$ cat config.mk
export PLATFORM = sky130hd
export DESIGN_NAME = dht11_uart_report
export DESIGN_NICKNAME = d
export VERILOG_FILES = /design/src/rtl/dht11_uart_report.sv
export SDC_FILE = /design/constraint.sdc
export NUM_CORES = 1
export LEC_CHECK = 0
export CAP_MARGIN = 20
export CELL_PAD_IN_SITES_DETAIL_PLACEMENT = 1
export CELL_PAD_IN_SITES_GLOBAL_PLACEMENT = 1
export CORE_MARGIN = 1
export CORE_UTILIZATION = 49
export DETAILED_ROUTE_END_ITERATION = 7
export GPL_TIMING_DRIVEN = 1
export PLACE_DENSITY = 0.95
export SYNTH_ARGS = -nofsm -noshare
export SYNTH_HDL_FRONTEND = slang
export SYNTH_SLANG_ARGS = --single-unit
$ cat constraint.sdc
create_clock -name clk -period 3.6 [get_ports clk]
set_input_delay 0.72 -clock clk [delete_from_list [all_inputs] [get_ports clk]]
set_output_delay 0.72 -clock clk [all_outputs]
set_load 0.03 [all_outputs]
$ cat src/rtl/dht11_uart_report.sv
`default_nettype none
// ============================================================================
// Module : dht11_uart_report
// Desc   : Captures a DHT11 reading on a done edge, prints "H=hhh.f T=ttt.f\r\n"
//          over 8N1 UART. Define DHT_REPORT_ERR_EN to also send "ERR\r\n" on erro.
// Rev    : 1.0
// ============================================================================
module dht11_uart_report #(
    parameter int CLK_FREQ = 50_000_000,
    parameter int BAUD     = 115200
) (
    input  logic        clk,
    input  logic        rst_n,
    input  logic [31:0] data_valid,
    input  logic        done,
    input  logic        erro,
    output logic        tx,
    output logic        busy,
    output logic [7:0]  report_cnt
);
    localparam int BAUD_DIV = CLK_FREQ / BAUD;
    localparam int CNT_W    = (BAUD_DIV > 1) ? $clog2(BAUD_DIV) : 1;
    localparam logic [CNT_W-1:0] BAUD_LAST = CNT_W'(BAUD_DIV - 1);
    localparam int MSG_LEN  = 17;
    localparam logic [4:0] LAST_DATA = 5'd16;
    localparam logic [4:0] LAST_ERR  = 5'd4;

    typedef enum logic [2:0] {IDLE, CONV, START, DATA, STOP} state_t;

    state_t           state_q, state_d;
    logic             tx_q, tx_d;
    logic             busy_q, busy_d;
    logic [7:0]       cnt_q, cnt_d;
    logic [CNT_W-1:0] baud_q, baud_d;
    logic [2:0]       bit_q, bit_d;
    logic [4:0]       chr_q, chr_d;
    logic [4:0]       last_q, last_d;
    logic [2:0]       conv_q, conv_d;
    logic [19:0]      dd_h_q, dd_h_d;
    logic [19:0]      dd_t_q, dd_t_d;
    logic [7:0]       frac_h_q, frac_h_d;
    logic [7:0]       frac_t_q, frac_t_d;
    logic [7:0]       msg_q [MSG_LEN];
    logic [7:0]       msg_d [MSG_LEN];
    logic             done_meta_q, done_meta_d;
    logic             done_sync_q, done_sync_d;
    logic             done_prev_q, done_prev_d;
    logic             done_evt;
    logic             err_evt;
    logic             baud_end;

`ifdef DHT_REPORT_ERR_EN
    logic             erro_meta_q, erro_meta_d;
    logic             erro_sync_q, erro_sync_d;
    logic             erro_prev_q, erro_prev_d;

    assign err_evt = erro_sync_q & ~erro_prev_q;
`else
    logic             unused_erro;

    assign unused_erro = erro;
    assign err_evt     = 1'b0;
`endif

    assign done_evt = done_sync_q & ~done_prev_q;
    assign baud_end = (baud_q == BAUD_LAST);

    // Double-dabble step: {hundreds, tens, ones, binary}, 8 steps per byte.
    function automatic logic [19:0] dd_step(input logic [19:0] s);
        logic [19:0] t;
        t = s;
        if (t[19:16] > 4'd4) t[19:16] = t[19:16] + 4'd3;
        if (t[15:12] > 4'd4) t[15:12] = t[15:12] + 4'd3;
        if (t[11:8]  > 4'd4) t[11:8]  = t[11:8]  + 4'd3;
        return {t[18:0], 1'b0};
    endfunction

    function automatic logic [7:0] frac_ascii(input logic [7:0] b);
        return (b > 8'd9) ? 8'h39 : {4'h3, b[3:0]};
    endfunction

    always_comb begin
        state_d     = state_q;
        tx_d        = tx_q;
        busy_d      = busy_q;
        cnt_d       = cnt_q;
        baud_d      = baud_q;
        bit_d       = bit_q;
        chr_d       = chr_q;
        last_d      = last_q;
        conv_d      = conv_q;
        dd_h_d      = dd_h_q;
        dd_t_d      = dd_t_q;
        frac_h_d    = frac_h_q;
        frac_t_d    = frac_t_q;
        msg_d       = msg_q;
        done_meta_d = done;
        done_sync_d = done_meta_q;
        done_prev_d = done_sync_q;
`ifdef DHT_REPORT_ERR_EN
        erro_meta_d = erro;
        erro_sync_d = erro_meta_q;
        erro_prev_d = erro_sync_q;
`endif

        case (state_q)
            IDLE: begin
                baud_d = '0;
                bit_d  = '0;
                chr_d  = '0;
                // done beats erro when both edges land together
                if (done_evt) begin
                    state_d  = CONV;
                    busy_d   = 1'b1;
                    conv_d   = '0;
                    dd_h_d   = {12'd0, data_valid[31:24]};
                    dd_t_d   = {12'd0, data_valid[15:8]};
                    frac_h_d = frac_ascii(data_valid[23:16]);
                    frac_t_d = frac_ascii(data_valid[7:0]);
                end else if (err_evt) begin
                    state_d  = START;
                    busy_d   = 1'b1;
                    tx_d     = 1'b0;
                    last_d   = LAST_ERR;
                    msg_d[0] = "E";
                    msg_d[1] = "R";
                    msg_d[2] = "R";
                    msg_d[3] = 8'h0D;
                    msg_d[4] = 8'h0A;
                end
            end

            CONV: begin
                dd_h_d = dd_step(dd_h_q);
                dd_t_d = dd_step(dd_t_q);
                conv_d = conv_q + 3'd1;
                if (conv_q == 3'd7) begin
                    state_d   = START;
                    tx_d      = 1'b0;
                    last_d    = LAST_DATA;
                    msg_d[0]  = "H";
                    msg_d[1]  = "=";
                    msg_d[2]  = {4'h3, dd_h_d[19:16]};
                    msg_d[3]  = {4'h3, dd_h_d[15:12]};
                    msg_d[4]  = {4'h3, dd_h_d[11:8]};
                    msg_d[5]  = ".";
                    msg_d[6]  = frac_h_q;
                    msg_d[7]  = " ";
                    msg_d[8]  = "T";
                    msg_d[9]  = "=";
                    msg_d[10] = {4'h3, dd_t_d[19:16]};
                    msg_d[11] = {4'h3, dd_t_d[15:12]};
                    msg_d[12] = {4'h3, dd_t_d[11:8]};
                    msg_d[13] = ".";
                    msg_d[14] = frac_t_q;
                    msg_d[15] = 8'h0D;
                    msg_d[16] = 8'h0A;
                end
            end

            START: begin
                baud_d = baud_q + 1'b1;
                if (baud_end) begin
                    baud_d  = '0;
                    bit_d   = '0;
                    state_d = DATA;
                    tx_d    = msg_q[chr_q][0];
                end
            end

            DATA: begin
                baud_d = baud_q + 1'b1;
                if (baud_end) begin
                    baud_d = '0;
                    if (bit_q == 3'd7) begin
                        state_d = STOP;
                        tx_d    = 1'b1;
                    end else begin
                        bit_d = bit_q + 3'd1;
                        tx_d  = msg_q[chr_q][bit_q + 3'd1];
                    end
                end
            end

            STOP: begin
                baud_d = baud_q + 1'b1;
                if (baud_end) begin
                    baud_d = '0;
                    if (chr_q == last_q) begin
                        state_d = IDLE;
                        busy_d  = 1'b0;
                        cnt_d   = cnt_q + 8'd1;
                    end else begin
                        chr_d   = chr_q + 5'd1;
                        state_d = START;
                        tx_d    = 1'b0;
                    end
                end
            end

            default: begin
                state_d = IDLE;
                tx_d    = 1'b1;
                busy_d  = 1'b0;
            end
        endcase
    end

    always_ff @(posedge clk or negedge rst_n) begin
        if (!rst_n) begin
            state_q     <= IDLE;
            tx_q        <= 1'b1;
            busy_q      <= 1'b0;
            cnt_q       <= '0;
            baud_q      <= '0;
            bit_q       <= '0;
            chr_q       <= '0;
            last_q      <= '0;
            conv_q      <= '0;
            dd_h_q      <= '0;
            dd_t_q      <= '0;
            frac_h_q    <= '0;
            frac_t_q    <= '0;
            for (int i = 0; i < MSG_LEN; i++) msg_q[i] <= '0;
            done_meta_q <= 1'b0;
            done_sync_q <= 1'b0;
            done_prev_q <= 1'b0;
`ifdef DHT_REPORT_ERR_EN
            erro_meta_q <= 1'b0;
            erro_sync_q <= 1'b0;
            erro_prev_q <= 1'b0;
`endif
        end else begin
            state_q     <= state_d;
            tx_q        <= tx_d;
            busy_q      <= busy_d;
            cnt_q       <= cnt_d;
            baud_q      <= baud_d;
            bit_q       <= bit_d;
            chr_q       <= chr_d;
            last_q      <= last_d;
            conv_q      <= conv_d;
            dd_h_q      <= dd_h_d;
            dd_t_q      <= dd_t_d;
            frac_h_q    <= frac_h_d;
            frac_t_q    <= frac_t_d;
            msg_q       <= msg_d;
            done_meta_q <= done_meta_d;
            done_sync_q <= done_sync_d;
            done_prev_q <= done_prev_d;
`ifdef DHT_REPORT_ERR_EN
            erro_meta_q <= erro_meta_d;
            erro_sync_q <= erro_sync_d;
            erro_prev_q <= erro_prev_d;
`endif
        end
    end

    assign tx         = tx_q;
    assign busy       = busy_q;
    assign report_cnt = cnt_q;

endmodule
`default_nettype wire
==> flow_summary_export.csv, run 1 <==
group,metric,value,unit
timing,fin_crit_sh,77.24,%
worst_setup_path,startpoint,"state_q[1]",
clock_network,htree_levels,4,
floorplan,die_area,0.01268,mm2
synth,synth-edff-count,0,
worst_setup_path,start_kind,"flop",
status,status,"completed",
synth,syn-cell-area,0.005993,mm2
clock_network,cts_num_sinks,119,
final_layout,fill_cells,1323,
global_routing,grt_first_pass_wirelength,31.92,mm
timing,finalSetupViolations,0,
route,ant_nets,0,
worst_setup_path,timing.rr.start,"state_q[1]",
final_layout,layout-drive-gt1-share,9.914,%
clock_network,postCtsHoldBufs,0,
worst_setup_path,reg2reg_depth,5,
timing,hold_viol,0,
power_and_ir_drop,ir_worst_vdd,0.6193,mV
clock_network,post_cts_resized,0,
timing,whs,0.2685,ns
synth,avgSynthCellArea,9.249,um2
power_and_ir_drop,powerDensity,781.8,mW/mm2
global_routing,grt_usage,33.53,%
route,wire_per_inst,23.59,um
global_routing,grt_pass1_vias,5802,
timing,fmax,359.6,MHz
floorplan,initial_core_util,50.10,%
hold_path,min_path_type,"primary input to async pin",
power_and_ir_drop,p_total,5563,uW
synth,synth_most_common_cell,"dfrtp_1",
synth,synth_top_cell_by_area,"dfrtp_1",
timing,tns,0,ns
floorplan,die_y,112.6,um
floorplan,dieWidth,112.6,um
run,max-cap-violations,0,
floorplan,rows,40,
worst_setup_path,required,3.96,ns
worst_setup_path,critPathArrivalTime,3.14,ns
clock_network,worstSkewPairLatency,0.44,ns
place,portBuffers,44,
global_routing,antenna_found_initial,0,
clock_network,cts_buffers,17,
clock_network,post_cts_buffers,0,
synth,syn_inst,648,
timing,max_slew.worst_pin.slew,0.8723,ns
place,finalWeightedCongestion,0.9252,
synth,ys_seq_area_share,49.71,%
synth,yosysWarnings,0,
worst_setup_path,crit_fanout,18,
route,vias_per_cell,6.259,
clock_network,cts_tree,"built",
synth,synthTopCellsByCount,"dfrtp_1, nand2_1, o21ai_0",
synth,postSynth.asyncResetShare,100.0,%
floorplan,ios,46,
route,via_count,5276,
worst_setup_path,regToRegSetupSlack,0.82,ns
synth,synth_nets,699,
floorplan,fp.coreArea,0.01196,mm2
timing,maxSlewHeadroom,41.71,%
final_layout,area_growth,18.73,%
timing,skew,0.01366,ns
route,drt_iter0_markers,547,
route,drc,0,
synth,ys_types,57,
timing,finalCriticalPeriod,2.781,ns
worst_setup_path,path_class,"flop to flop",
synth,ys_top_cells_by_area,"dfrtp_1, o21ai_0, nand2_1",
clock_network,path_clk_slew,0.05,ns
synth,synth_top_area_share,49.27,%
timing,rsz0062_at_grt,"false",
power_and_ir_drop,p_leak,0.003043,uW
worst_setup_path,rr_endpoint,"frac_h_q[2]",
route,drt_pre_antenna_iters,5,
timing,finalMaxSlewViolations,0,
synth,ys_seq_elements,119,
place,place_hpwl,11.85,mm
global_routing,overflow,0,
global_routing,grt_max_degree,75,
synth,synth_flop_cell,"dfrtp_1",
place,place_inst,810,
final_layout,final_nets,734,
final_layout,num_antenna_cells,0,
route,wl,19.89,mm
clock_network,clockRootBuffer,"clkbuf_16",
clock_network,clockBufferDepth,2,
worst_setup_path,end_kind,"flop",
final_layout,instances_no_fill,843,
[power breakdown]
group	switching (uW)	internal, uW
Clock	637	994
Sequential	374	1720
Combinational	1170	663
Total	2180	3380
[placed cells by master (no fill, tap or decap), types with 13 or more instances in the layout]
master           synthesis  layout
nor2_1                  40      40
nor3_1                  18      18
a31oi_1                 14      14
mux2i_1                 13      13
a21oi_1                 30      30
nand3_1                 28      28
dfrtp_1                118     118
xnor2_1                 15      15
ha_1                    15      15
clkdlybuf4s50_1          0      43
inv_1                   29      29
mux2_2                  20      20
o21ai_0                 85      85
nand2_1                 97      97
clkbuf_16                0      17
[sequential cells by signal, indices dropped and copies added (netlist names), 3 cells and up]
| register | count |
|---|---|
| baud_q | 9 |
| bit_q | 3 |
| chr_q | 5 |
| conv_q | 3 |
| dd_h_q | 20 |
| dd_t_q | 20 |
| frac_h_q | 4 |
| frac_t_q | 5 |
| msg_q | 34 |
| report_cnt | 8 |
| state_q | 3 |
[critical path, stage by stage (launching register included)]
cell     delay, ns
dfrtp_1       0.56
or2_2         0.42
nor2_1        0.28
nand2_1       0.60
nor3_1        0.61
a22o_1        0.23
[cells by family after synthesis]
family	share of synthesized area, %
fa+ha+maj	3.132
mux	5.929
buf+inv	4.384
compound gates	17.24
flops	49.71
xor+xnor	2.777
simple gates	16.83
[worst max-delay path by stage]
stage,endpoint,slack (ns),cells past startpoint
finish,frac_h_q[2],0.82,5
CTS,dd_t_q[9],0.84,6
global placement,report_cnt[1],1.09,4
floorplan,report_cnt[1],1.37,5
detailed placement,dd_h_q[9],0.99,6
global route,frac_h_q[2],0.71,5
[cell type report]
cell class              count  area, um2  share of cell area, %
clock buffers              23      478.0                  6.717
clock inverters             9      75.07                  1.055
inverters                  29      108.9                  1.530
multi-input cells         462       2753                  38.68
flip-flops and latches    119       2979                  41.87
well taps                 147      183.9                  2.585
repair buffers             54      538.0                  7.561
[routing by layer]
layer,vias to the layer above,global-route usage [%],wire length (um)
li1,2349,-,-
met1,2673,38.12,7704
met2,171,58.19,10510
met3,83,6.479,705
met4,0,20.89,968
met5,-,0,0
[metrics by stage]
step	utilization [%]	setup WS, ns	cell area [um2]
6_report	59.49	0.8193	7116
5_1_grt	59.49	0.7097	7116
4_1_cts	59.32	0.8448	7096
3_5_place_dp	54.70	0.9867	6543
3_3_place_gp	54.70	1.095	6543
2_1_floorplan	-	1.372	5993
Note: power is estimated with default switching activity, not from simulation.
==> inputs of run 2 (changes only) <==
Settings changed: CORE_UTILIZATION 49 to 41, PLACE_DENSITY 0.95 to 0.87.
Clock period 3.6 ns to 2.5 ns, I/O delays scaled along.
==> run 2 against run 1 <==
  * Fmax grew 14%
  * Non-clock buffer count grew 8
  * Via count shrank 2.1%
  * Worst setup slack lost 0.75 ns
  * Worst hold slack lost 0.17 ns
  * Cell count grew 4.9%
  * Sequential cell count is the same
  * Combinational power grew 40%
  * Global-route usage shrank 8.3 points
==> flow_summary_export.csv, run 2 (same netlist as run 1, synthesis figures left out) <==
group,metric,value,unit
timing,skew,0.01934,ns
worst_setup_path,path_class,"flop to flop",
hold_path,min_path_type,"primary input to async pin",
global_routing,grt_usage,25.25,%
power_and_ir_drop,powerDensity,1094,mW/mm2
final_layout,num_antenna_cells,0,
clock_network,worstSkewPairLatency,0.43,ns
final_layout,final_common_cell,"dfrtp_1",
power_and_ir_drop,ir_worst_vdd,0.5506,mV
final_layout,instances_no_fill,884,
clock_network,cts_num_sinks,119,
timing,fin_crit_sh,97.35,%
clock_network,htree_levels,4,
worst_setup_path,start_kind,"flop",
timing,finalCriticalPeriod,2.434,ns
timing,maxSlewHeadroom,52.93,%
timing,rsz0062_at_grt,"false",
worst_setup_path,critPathArrivalTime,2.73,ns
worst_setup_path,required,2.80,ns
place,finalWeightedCongestion,0.8413,
timing,max_slew.worst_pin.slew,0.7013,ns
route,drt_iter0_markers,237,
floorplan,ios,46,
worst_setup_path,crit_buf_inv,1,
worst_setup_path,cp_slowest_cell,"or4b_4",
timing,fmax,410.9,MHz
global_routing,overflow,0,
clock_network,path_clk_slew,0.07,ns
worst_setup_path,timing.rr.start,"baud_q[6]",
timing,hold_viol,0,
clock_network,clockRootBuffer,"clkbuf_16",
floorplan,fp.coreArea,0.01410,mm2
route,drc,0,
floorplan,initial_core_util,42.52,%
final_layout,largestRegisters,"msg_q: 34 flops, dd_h_q: 20 flops, dd_t_q: 20 flops",
global_routing,grt_pass1_vias,5565,
clock_network,clockBufferDepth,2,
route,ant_nets,0,
global_routing,antenna_found_initial,0,
worst_setup_path,startpoint,"baud_q[6]",
floorplan,dieWidth,122.9,um
timing,whs,0.09399,ns
floorplan,die_y,122.9,um
run,max-cap-violations,0,
floorplan,rows,43,
final_layout,final_core_util,51.38,%
route,via_count,5165,
final_layout,final_nets,742,
worst_setup_path,end_kind,"flop",
worst_setup_path,slowest_delay,0.59,ns
worst_setup_path,path_delay_family,"simple AND/OR/NAND/NOR gates",
final_layout,layout-drive-gt1-share,10.94,%
floorplan,die_area,0.01511,mm2
place,portBuffers,44,
global_routing,grt_max_degree,75,
timing,finalSetupViolations,0,
final_layout,largest_reg_flops,34,
worst_setup_path,crit_fanout,8,
route,wire_per_inst,20.03,um
timing,tns,0,ns
route,wl,17.71,mm
worst_setup_path,worstPathCellList,"or4b_4 > or2_1 > buf_4 > nor3_1 > and4_1 > nand3_1 > xnor2_1",
final_layout,area_growth,20.86,%
clock_network,post_cts_buffers,0,
clock_network,cts_buffers,17,
place,place_inst,852,
route,drt_pre_antenna_iters,4,
global_routing,grt_first_pass_wirelength,28.68,mm
timing,finalMaxSlewViolations,0,
power_and_ir_drop,p_leak,0.003093,uW
place,place_hpwl,11.47,mm
final_layout,fill_cells,1599,
final_layout,regMostFlops,"msg_q",
status,status,"completed",
route,vias_per_cell,5.843,
final_layout,mostFrequentLayoutCells,"dfrtp_1, nand2_1, o21ai_0, clkdlybuf4s50_1, nor2_1",
clock_network,cts_tree,"built",
==> run 2: cell types whose count changed in the layout (fill, tap and decap cells not counted) <==
cell,previous run,this run
dfrtp_2,0,1
bufinv_16,1,2
buf_4,9,17
clkinv_2,6,4
clkinv_4,0,1
clkinvlp_4,2,1
or2_0,1,0
or2_1,0,1
clkbuf_1,3,4
dfrtp_1,118,117
==> run 2: report_power, final <==
group,leakage [uW],internal [uW],switching (uW)
Sequential,0.00153,2480,454
Combinational,0.00128,971,1600
Clock,0.000284,1540,878
Total,0.00309,4990,2930
==> run 2: what timing repair did <==
action,in CTS,in global routing
setup endpoints to repair,0,2
resized for setup,0,2
hold buffers,0,0
==> run 2: worst paths after layout <==
check,cells past startpoint,endpoint,slack (ns)
max,7,report_cnt[5],0.07
min,1,baud_q[4],0.09
max reg2reg,7,report_cnt[5],0.07
min reg2reg,0,done_prev_d,0.35
max in group asynchronous,2,done_prev_d,1.70
min in group clk,0,done_prev_d,0.35
==> run 2: metal layers <==
metal	wire [um]	vias up	track usage, %
met1	7171	2640	28.63
met2	9570	115	45.68
li1	-	2368	-
met4	493	0	10.59
met3	472	42	5.397
met5	0	-	0
==> run 2: stage by stage <==
step	instance area, um2	total power (uW)	setup WS, ns
2_1_floorplan	5993	4561	0.2722
3_3_place_gp	6664	5174	0.2407
3_5_place_dp	6664	5468	0.1120
4_1_cts	7242	7959	0.05573
5_1_grt	7243	8424	0.01644
6_report	7243	7923	0.06616
==> run 2: final cells by class <==
cell class / count / area (um2) / share of cell area [%]
clock buffers: 24 / 481.7 / 6.651
clock inverters: 8 / 96.34 / 1.330
inverters: 29 / 108.9 / 1.503
multi-input cells: 462 / 2753 / 38.00
flip-flops and latches: 119 / 2980 / 41.15
well taps: 180 / 225.2 / 3.109
repair buffers: 62 / 598.1 / 8.257
==> inputs of run 3 (changes only) <==
Settings changed: CORE_UTILIZATION 41 to 49, PLACE_DENSITY 0.87 to 0.95.
Clock period 2.5 ns to 2.9 ns, I/O delays scaled along.
==> run 3 against run 2 <==
  * Core utilization rose by 8.6 points
  * Clock skew rose by 0.0025 ns
  * Sequential share of layout area grew 0.41 points
  * Count of clock-buffer cells in the layout is 1 higher
  * Wire length grew 18%
  * Fmax down 11%
  * Critical path type unchanged
  * Largest power group unchanged
==> flow_summary_export.csv, run 3 (same netlist as run 1, synthesis figures left out) <==
group,metric,value,unit
place,finalWeightedCongestion,0.8302,
worst_setup_path,timing.rr.start,"state_q[0]",
worst_setup_path,required,3.21,ns
place,portBuffers,44,
timing,hold_viol,0,
clock_network,postCtsHoldBufs,0,
route,via_count,5491,
worst_setup_path,path_class,"flop to flop",
worst_setup_path,reg2reg_depth,5,
place,place_hpwl,11.91,mm
final_layout,final_nets,736,
final_layout,regMostFlops,"msg_q",
worst_setup_path,crit_fanout,44,
clock_network,cts_buffers,17,
final_layout,layout-drive-gt1-share,10.46,%
timing,finalCriticalPeriod,2.736,ns
worst_setup_path,slowest_delay,0.54,ns
final_layout,fin_area,0.007169,mm2
final_layout,instances_no_fill,845,
timing,max_slew.worst_pin.slew,0.9208,ns
global_routing,antenna_found_initial,0,
floorplan,initial_core_util,50.10,%
worst_setup_path,cp_slowest_cell,"dfrtp_1",
power_and_ir_drop,ir_worst_vdd,0.5439,mV
place,placed_area,0.006558,mm2
route,drt_pre_antenna_iters,5,
worst_setup_path,rr_endpoint,"msg_q[33]",
final_layout,fill_cells,1332,
timing,fmax,365.5,MHz
floorplan,fp.coreArea,0.01196,mm2
timing,fin_crit_sh,94.35,%
global_routing,grt_pass1_vias,5956,
worst_setup_path,regToRegSetupSlack,0.16,ns
timing,rsz0062_at_grt,"false",
floorplan,rows,40,
timing,maxSlewHeadroom,38.38,%
floorplan,dieWidth,112.6,um
status,status,"completed",
place,place_inst,812,
floorplan,ios,46,
global_routing,grt_usage,35.08,%
worst_setup_path,worstPathCellList,"inv_1 > nor3_1 > nand2_1 > buf_4 > o21ai_0",
timing,tns,0,ns
clock_network,path_clk_slew,0.06,ns
clock_network,clockBufferDepth,2,
power_and_ir_drop,p_leak,0.003072,uW
timing,finalMaxSlewViolations,0,
power_and_ir_drop,powerDensity,985.3,mW/mm2
timing,finalSetupViolations,0,
run,max-cap-violations,0,
worst_setup_path,end_kind,"flop",
route,drc,0,
power_and_ir_drop,p_total,7064,uW
global_routing,overflow,0,
global_routing,grt_max_degree,75,
timing,skew,0.02183,ns
final_layout,final_core_util,59.94,%
worst_setup_path,start_kind,"flop",
clock_network,cts_num_sinks,119,
final_layout,mostFrequentLayoutCells,"dfrtp_1, nand2_1, o21ai_0, clkdlybuf4s50_1, nor2_1",
clock_network,clockRootBuffer,"clkbuf_16",
clock_network,cts_tree,"built",
hold_path,min_path_type,"primary input to async pin",
final_layout,num_antenna_cells,0,
worst_setup_path,critPathArrivalTime,3.04,ns
clock_network,htree_levels,4,
final_layout,area_growth,19.62,%
route,wl,20.89,mm
route,vias_per_cell,6.498,
final_layout,final_common_cell,"dfrtp_1",
clock_network,worstSkewPairLatency,0.44,ns
final_layout,largestRegisters,"msg_q: 34 flops, dd_h_q: 20 flops, dd_t_q: 20 flops",
floorplan,die_y,112.6,um
route,wire_per_inst,24.72,um
final_layout,largest_reg_flops,34,
global_routing,grt_first_pass_wirelength,33.19,mm
floorplan,die_area,0.01268,mm2
route,ant_nets,0,
route,drt_iter0_markers,415,
run 3: repair_timing:
item | CTS | global route
gates resized for setup | 0 | 1
endpoints found under the setup margin | 0 | 1
setup buffers | 0 | 0
run 3: worst max-delay path: cells and delay by family (launching register included):
family / cells / cell delay, ns
and+or+nand+nor: 2 / 1.05
buffers and inverters: 2 / 0.66
DFF: 1 / 0.54
AOI/OAI and AO/OA: 1 / 0.36
run 3: power breakdown:
group	total [uW]	internal [uW]	switching (uW)
clock network	2120	1330	788
logic	2320	826	1490
registers	2620	2140	485
total	7060	4300	2770
run 3: worst max path at each step:
stage          cells after the start  startpoint       endpoint
2_1_floorplan                      5   baud_q[6]  report_cnt[1]
3_3_place_gp                       6   baud_q[6]       chr_q[3]
3_5_place_dp                       4   baud_q[6]  report_cnt[1]
4_1_cts                            6    chr_q[1]             tx
5_1_grt                            5  state_q[0]      msg_q[33]
6_report                           5  state_q[0]      msg_q[33]
run 3: cell type report:
class / count / area (um2) / share of cell area [%]
inverter: 29 / 108.9 / 1.518
timing repair buffer: 56 / 553.0 / 7.714
multi-input combinational: 462 / 2754 / 38.41
clock buffer: 25 / 525.5 / 7.330
tap: 147 / 183.9 / 2.565
clock inverter: 7 / 65.06 / 0.9075
sequential: 119 / 2979 / 41.55
run 3: per-layer routing:
metal | share of wire, % | global-route usage (%)
met1 | 37 | 37.66
met2 | 52 | 61.19
met3 | 5.3 | 8.693
met4 | 5.6 | 23.64
met5 | 0 | 0
run 3: metrics by stage:
step / hold WS (ns) / worst slack [ns]
floorplan: 0.2844 / 0.6722
global placement: 0.3324 / 0.4366
detailed placement: 0.3448 / 0.2715
CTS: 0.1883 / 0.1631
global route: 0.2112 / 0.02888
finish: 0.1873 / 0.1639
